[src/rtl/bin_maxpool2x2.sv]
`default_nettype none
// ============================================================================
//  Module   : bin_maxpool2x2
//  Purpose  : Binary 2x2 / stride-2 max-pool stage. Walks the feature maps
//             that the conv engine left in the result SRAM, ORs every 2x2
//             pixel block and writes the pooled maps, each with its header,
//             into the next-layer SRAM. The pooled stream ends with 0x00FF.
//  Ports    : clk, reset_b                 - clock, async active-low reset
//             pool_run / pool_busy         - start pulse / job-in-progress
//             pool_sram_read_address       - input SRAM address
//             sram_pool_read_data          - data valid one cycle later
//             pool_sram_write_address/data - output SRAM write port
//             pool_sram_write_enable       - one word written per high cycle
//  Revision : 1.0 - initial release
// ============================================================================
module bin_maxpool2x2 #(
   parameter int ADDR_W  = 12,
   parameter int DATA_W  = 16,
   parameter int MAX_DIM = 14
) (
   input  logic              clk,
   input  logic              reset_b,
   input  logic              pool_run,
   output logic              pool_busy,
   output logic [ADDR_W-1:0] pool_sram_read_address,
   input  logic [DATA_W-1:0] sram_pool_read_data,
   output logic [ADDR_W-1:0] pool_sram_write_address,
   output logic [DATA_W-1:0] pool_sram_write_data,
   output logic              pool_sram_write_enable
);

   localparam logic [2:0] c_ST_IDLE = 3'd0;
   localparam logic [2:0] c_ST_HDR  = 3'd1;
   localparam logic [2:0] c_ST_EVEN = 3'd2;
   localparam logic [2:0] c_ST_ODD  = 3'd3;
   localparam logic [2:0] c_ST_TERM = 3'd4;

   localparam logic [DATA_W-1:0] c_TERM_WORD = DATA_W'('hFF);
   localparam logic [DATA_W-1:0] c_MIN_DIM   = DATA_W'(2);
   localparam logic [DATA_W-1:0] c_MAX_DIM   = DATA_W'(MAX_DIM);

   logic [2:0]        r_state;
   logic              r_prime;     // first HDR cycle: address 0 just issued, no data yet
   logic              r_run_q;     // previous pool_run, so a held run starts one job only
   logic              r_busy;
   logic [ADDR_W-1:0] r_rd_addr;
   logic [ADDR_W-1:0] r_wr_addr;
   logic [DATA_W-1:0] r_wr_data;
   logic              r_we;
   logic [DATA_W-1:0] r_hold;      // even row of the current pair
   logic [2:0]        r_half_m1;   // M/2 - 1 of the current map
   logic [2:0]        r_pair;      // row-pair index within the map

   logic              w_legal;
   logic [2:0]        w_half_m1;
   logic [DATA_W-1:0] w_vert;
   logic [DATA_W-1:0] w_pool;

   // Header is legal only as an even value in 2..MAX_DIM over the full word.
   assign w_legal   = (sram_pool_read_data[0] == 1'b0) &&
                      (sram_pool_read_data >= c_MIN_DIM) &&
                      (sram_pool_read_data <= c_MAX_DIM);
   assign w_half_m1 = sram_pool_read_data[3:1] - 3'd1;

   // Vertical OR of the row pair, then horizontal OR of adjacent columns.
   // Columns beyond M/2 are forced to 0, which also drops input bits >= M.
   assign w_vert = r_hold | sram_pool_read_data;

   always_comb begin
      w_pool = '0;
      for (int j = 0; j < DATA_W / 2; j++) begin
         w_pool[j] = (w_vert[2*j] | w_vert[2*j+1]) && (j <= int'(r_half_m1));
      end
   end

   always_ff @(posedge clk or negedge reset_b) begin
      if (!reset_b) begin
         r_state   <= c_ST_IDLE;
         r_prime   <= 1'b0;
         r_run_q   <= 1'b0;
         r_busy    <= 1'b0;
         r_rd_addr <= '0;
         r_wr_addr <= '0;
         r_wr_data <= '0;
         r_we      <= 1'b0;
         r_hold    <= '0;
         r_half_m1 <= '0;
         r_pair    <= '0;
      end else begin
         r_run_q <= pool_run;
         r_we    <= 1'b0;
         if (r_we) begin
            r_wr_addr <= r_wr_addr + 1'b1;
         end
         if (r_state != c_ST_IDLE) begin
            r_rd_addr <= r_rd_addr + 1'b1;
         end

         case (r_state)
            c_ST_IDLE: begin
               if (pool_run && !r_run_q) begin
                  r_state   <= c_ST_HDR;
                  r_busy    <= 1'b1;
                  r_prime   <= 1'b1;
                  r_rd_addr <= '0;
                  r_wr_addr <= '0;
                  r_pair    <= '0;
               end
            end
            c_ST_HDR: begin
               if (r_prime) begin
                  r_prime <= 1'b0;
               end else if (w_legal) begin
                  r_half_m1 <= w_half_m1;
                  r_pair    <= '0;
                  r_we      <= 1'b1;
                  r_wr_data <= sram_pool_read_data >> 1;
                  r_state   <= c_ST_EVEN;
               end else begin
                  r_we      <= 1'b1;
                  r_wr_data <= c_TERM_WORD;
                  r_state   <= c_ST_TERM;
               end
            end
            c_ST_EVEN: begin
               r_hold  <= sram_pool_read_data;
               r_state <= c_ST_ODD;
            end
            c_ST_ODD: begin
               r_we      <= 1'b1;
               r_wr_data <= w_pool;
               r_pair    <= r_pair + 3'd1;
               r_state   <= (r_pair == r_half_m1) ? c_ST_HDR : c_ST_EVEN;
            end
            c_ST_TERM: begin
               // Terminator write is on the bus this cycle.
               r_busy  <= 1'b0;
               r_state <= c_ST_IDLE;
            end
            default: begin
               r_busy  <= 1'b0;
               r_state <= c_ST_IDLE;
            end
         endcase
      end
   end

   assign pool_busy               = r_busy;
   assign pool_sram_read_address  = r_rd_addr;
   assign pool_sram_write_address = r_wr_addr;
   assign pool_sram_write_data    = r_wr_data;
   assign pool_sram_write_enable  = r_we;

endmodule
`default_nettype wire

[config.mk]
export PLATFORM = sky130hd
export DESIGN_NAME = bin_maxpool2x2
export DESIGN_NICKNAME = d
export VERILOG_FILES = /design/src/rtl/bin_maxpool2x2.sv
export SDC_FILE = /design/constraint.sdc
export NUM_CORES = 1
export LEC_CHECK = 0
export CAP_MARGIN = 20
export CORE_MARGIN = 2
export CORE_UTILIZATION = 50
export CTS_CLUSTER_DIAMETER = 80
export DETAILED_ROUTE_END_ITERATION = 12
export PLACE_DENSITY = 0.77
export SLEW_MARGIN = 20
export SYNTH_ARGS = -nofsm -noshare
export SYNTH_HDL_FRONTEND = slang
export SYNTH_SLANG_ARGS = --single-unit
[constraint.sdc]
create_clock -name clk -period 2 [get_ports clk]
set_input_delay 0.2 -clock clk [delete_from_list [all_inputs] [get_ports clk]]
set_output_delay 0.2 -clock clk [all_outputs]
set_load 0.005 [all_outputs]
==> flow_summary.toml <==
[route]
avgViaCountPerCell = 5.56
drt_first_pass_iters = 4
drcViolationCount = 0
ant_nets = 0
dr_total_vias = 2569
drt-total-wl_um = 6680
wire_per_inst_um = 14.5
detail_route.iter0.violations = 158

[critical_path]
critPathRequiredTime_ps = 2220
crit_path_top_delay_cell = "or4_1"
r2r_start = "r_state[2]"
max_fanout_on_critical_path = 5
crit_chain = "clkdlybuf4s50_1 > ha_1 > nand4b_1 > o41ai_2 > or4_1 > mux2_4"
critPathKind = "in2reg"
reg2reg_slack_ps = 170
arrival_ps = 2110
setup.worst_path.end_class = "flip-flop"
max_stage_delay_ps = 640
r2r-end = "r_half_m1[0]"
r2r.worst_path.cells = 4
crit_path_start_kind = "primary input"

[cts]
cts_tree = "yes"
postCtsSetupBuffers = 0
register_clock_pin_slew_on_the_reported_worst_setup_and_hold_paths_ps = 70
worstSkewPairLatency_ps = 340
clock_sink_count = 68
clockRootBuffer = "clkbuf_8"
clock_tree.htree_level_count = 3
max-clock-path-buffers = 2
cts_inserted_buffers = 9

[logic_synthesis]
syn_inst = 296
synth.yosys.warnings = 0
area_share_of_fa_ha_maj_cells_after_synthesis_pct = 2.35
mappedNetlistNets = 321
async_set_reset_flop_share_out_of_synthesis_pct = 100
postSynth.topFlopCell = "dfrtp_1"
synth_xor_xnor_area_share_pct = 4.11
synth_enable_flop_cells = 0
synth-compound-area-share_pct = 11.4
yosysSeqAreaShare_pct = 53.2
synth.lib_cells_used.distinct = 49
synth_top_family_by_area = "simple AND/OR/NAND/NOR gates"
synth_area_leader_cell = "dfrtp_1"
post_synthesis_mux_area_share_pct = 7.20
synth_top_cells_by_area = "dfrtp_1, mux2_2, xor2_1"
post_synth_and_or_nand_nor_area_fraction_pct = 18.3
ys_ff_latch = 68
netlist.area_leader.share_pct = 53.2
synthesis.area_um2 = 3200
synth_area_per_cell_um2 = 10.8

[worst_hold_path]
worstHoldPathCells = 1
whs_endpoint = "r_run_q"
min_from = "pool_run"
timing.hold.worst.class = "in2reg"

[place]
placement.io_buffers = 59
final_replace_weighted_congestion = 0.777
hpwlAfterDp_um = 4760

[pwr]
max_rail_drop_vdd_mv = 0.518
p_leak_nw = 1.93
total_power_w = 0.00429
power_density_nw_per_um2 = 1000

[floorplanning]
fp.dieArea_um2 = 7050
die-height_um = 84.0
core_region_area_um2 = 6280
initial_utilization_pct = 50.9
row_count = 29
die_w_um = 84.0
io_pins = 61

[sta]
rsz_0062_raised_after_global_routing = "false"
finalSetupViolations = 0
post_route_clock_skew_ps = 6.18
min_period_ps = 1880
period_share_pct = 94.2
final.hold.worst_slack_ps = 357
number_of_max_slew_violations_in_the_final_report = 0
achievable_frequency_ghz = 0.531
fin_tns_setup_ps = 0
hold_viol = 0

[final_layout]
share_of_final_layout_standard_cells_stronger_than_drive_strength_1_pct = 17.4
area.growth.synth_to_final_pct = 33.5
num_antenna_cells = 0
layout.nets = 405

[grt]
vias_in_the_first_global_route = 2534
grt_first_pass_wirelength_um = 11700
antenna_found_initial = 0
grt_residual_overflow = 0
total_routing_resource_utilization_after_global_routing_pct = 20.6
grt_start_max_net_pins = 69

[status]
result_of_the_run = "finished, final reports clean"

[job]
max_cap_violations = 0
[cells by family (layout without fill, tap and decap cells)]
logic type,Yosys count,in the layout
compound gates,55,55
simple gates,109,109
buf+inv,22,111
fa+ha+maj,6,6
flops,68,68
xor+xnor,15,15
mux,20,20
other cells,1,1
[flip-flops by register name (all words and copies together) (netlist names)]
register	cells
r_hold	16
pool_sram_write_enable	1
r_prime	1
r_half_m1	3
pool_sram_read_address	12
pool_busy	1
pool_sram_write_address	12
r_state	3
r_run_q	1
pool_sram_write_data	15
r_pair	3
[metal layers]
metal	track usage, %	routed length (um)	up-vias
li1	-	-	1236
met1	27.5	3060	1264
met2	32.8	3260	61
met3	5.24	273	8
met4	7.33	80	0
met5	0	0	-
[worst max-delay path: cells and delay by family]
family                     cells  cell delay [ps]
and+or+nand+nor                2              760
muxes                          1              340
adders and majority gates      1              160
AOI/OAI and AO/OA              1               90
buffers and inverters          1              550
[cell usage after synthesis (5+ instances only)]
cell type,instances
nand2_1,23
clkbuf_1,7
a21oi_1,7
mux2_2,16
o21ai_0,19
and2_1,7
dfrtp_1,68
nor4_1,8
ha_1,6
o211ai_1,7
nor3_1,6
nand3_1,10
nand4_1,5
nor2_1,24
o31ai_1,8
xor2_1,11
inv_1,8
[where the power goes]
| part | total (W) | internal, W | switching (W) | leakage [nW] |
|---|---|---|---|---|
| Sequential | 0.00179 | 0.00157 | 0.000219 | 0.895 |
| Combinational | 0.00114 | 0.000592 | 0.000545 | 0.919 |
| Clock | 0.00136 | 0.000831 | 0.000527 | 0.117 |
| Total | 0.00429 | 0.00299 | 0.00129 | 1.93 |
[cells in the final DEF (no fill, tap or decap), types with 2 or more instances in the layout]
| cell type | n |
|---|---|
| dfrtp_1 | 67 |
| clkdlybuf4s50_1 | 58 |
| buf_4 | 26 |
| nor2_1 | 24 |
| nand2_1 | 23 |
| o21ai_0 | 19 |
| mux2_2 | 16 |
| xor2_1 | 11 |
| nand3_1 | 10 |
| clkbuf_8 | 9 |
| inv_1 | 8 |
| o31ai_1 | 8 |
| nor4_1 | 8 |
| o211ai_1 | 7 |
| a21oi_1 | 7 |
| and2_1 | 7 |
| nor3_1 | 6 |
| ha_1 | 6 |
| nand4_1 | 5 |
| and3_1 | 4 |
| xnor2_1 | 4 |
| or4_1 | 4 |
| a31oi_1 | 3 |
| nand2b_1 | 3 |
| and4_1 | 3 |
| bufinv_16 | 3 |
| or3_1 | 2 |
| nor2b_1 | 2 |
| o41ai_1 | 2 |
| mux2i_1 | 2 |
| mux2_4 | 2 |
[metrics by stage]
stage	instance area (um2)	setup slack [ps]	utilization [%]	std cells
final	4270	117	68.0	462
after global routing	4270	27.9	68.0	462
after CTS	4270	84.1	68.0	462
after detailed placement	4020	-236	64.0	445
after global placement	4020	-164	64.0	445
after floorplan	3200	235	-	296
[how the worst max path moves through the flow]
stage	cells after the start	to	slack [ps]	start
floorplan	6	r_half_m1[0]	240	r_state[2]
global placement	5	r_half_m1[2]	-160	sram_pool_read_data[11]
detailed placement	6	r_half_m1[0]	-240	sram_pool_read_data[1]
CTS	4	r_half_m1[0]	80	r_state[1]
global route	4	r_half_m1[0]	30	r_state[0]
finish	6	r_half_m1[0]	120	sram_pool_read_data[1]
[area by class of cell]
| class | instances | area [um2] |
|---|---|---|
| Clock buffer | 10 | 128 |
| Clock inverter | 6 | 111 |
| Fill cell | 486 | 2010 |
| Inverter | 8 | 30.0 |
| Multi-Input combinational cell | 206 | 1390 |
| Sequential cell | 68 | 1700 |
| Tap cell | 77 | 96.3 |
| Timing Repair Buffer | 87 | 811 |
[timing repair]
| item | 4_1_cts | 5_1_grt |
|---|---|---|
| hold endpoints to repair | 68 | 0 |
| hold buffers | 1 | 0 |
| endpoints found under the setup margin | 0 | 3 |
| resized for setup | 0 | 1 |
Power figures use the tool's default switching activity.
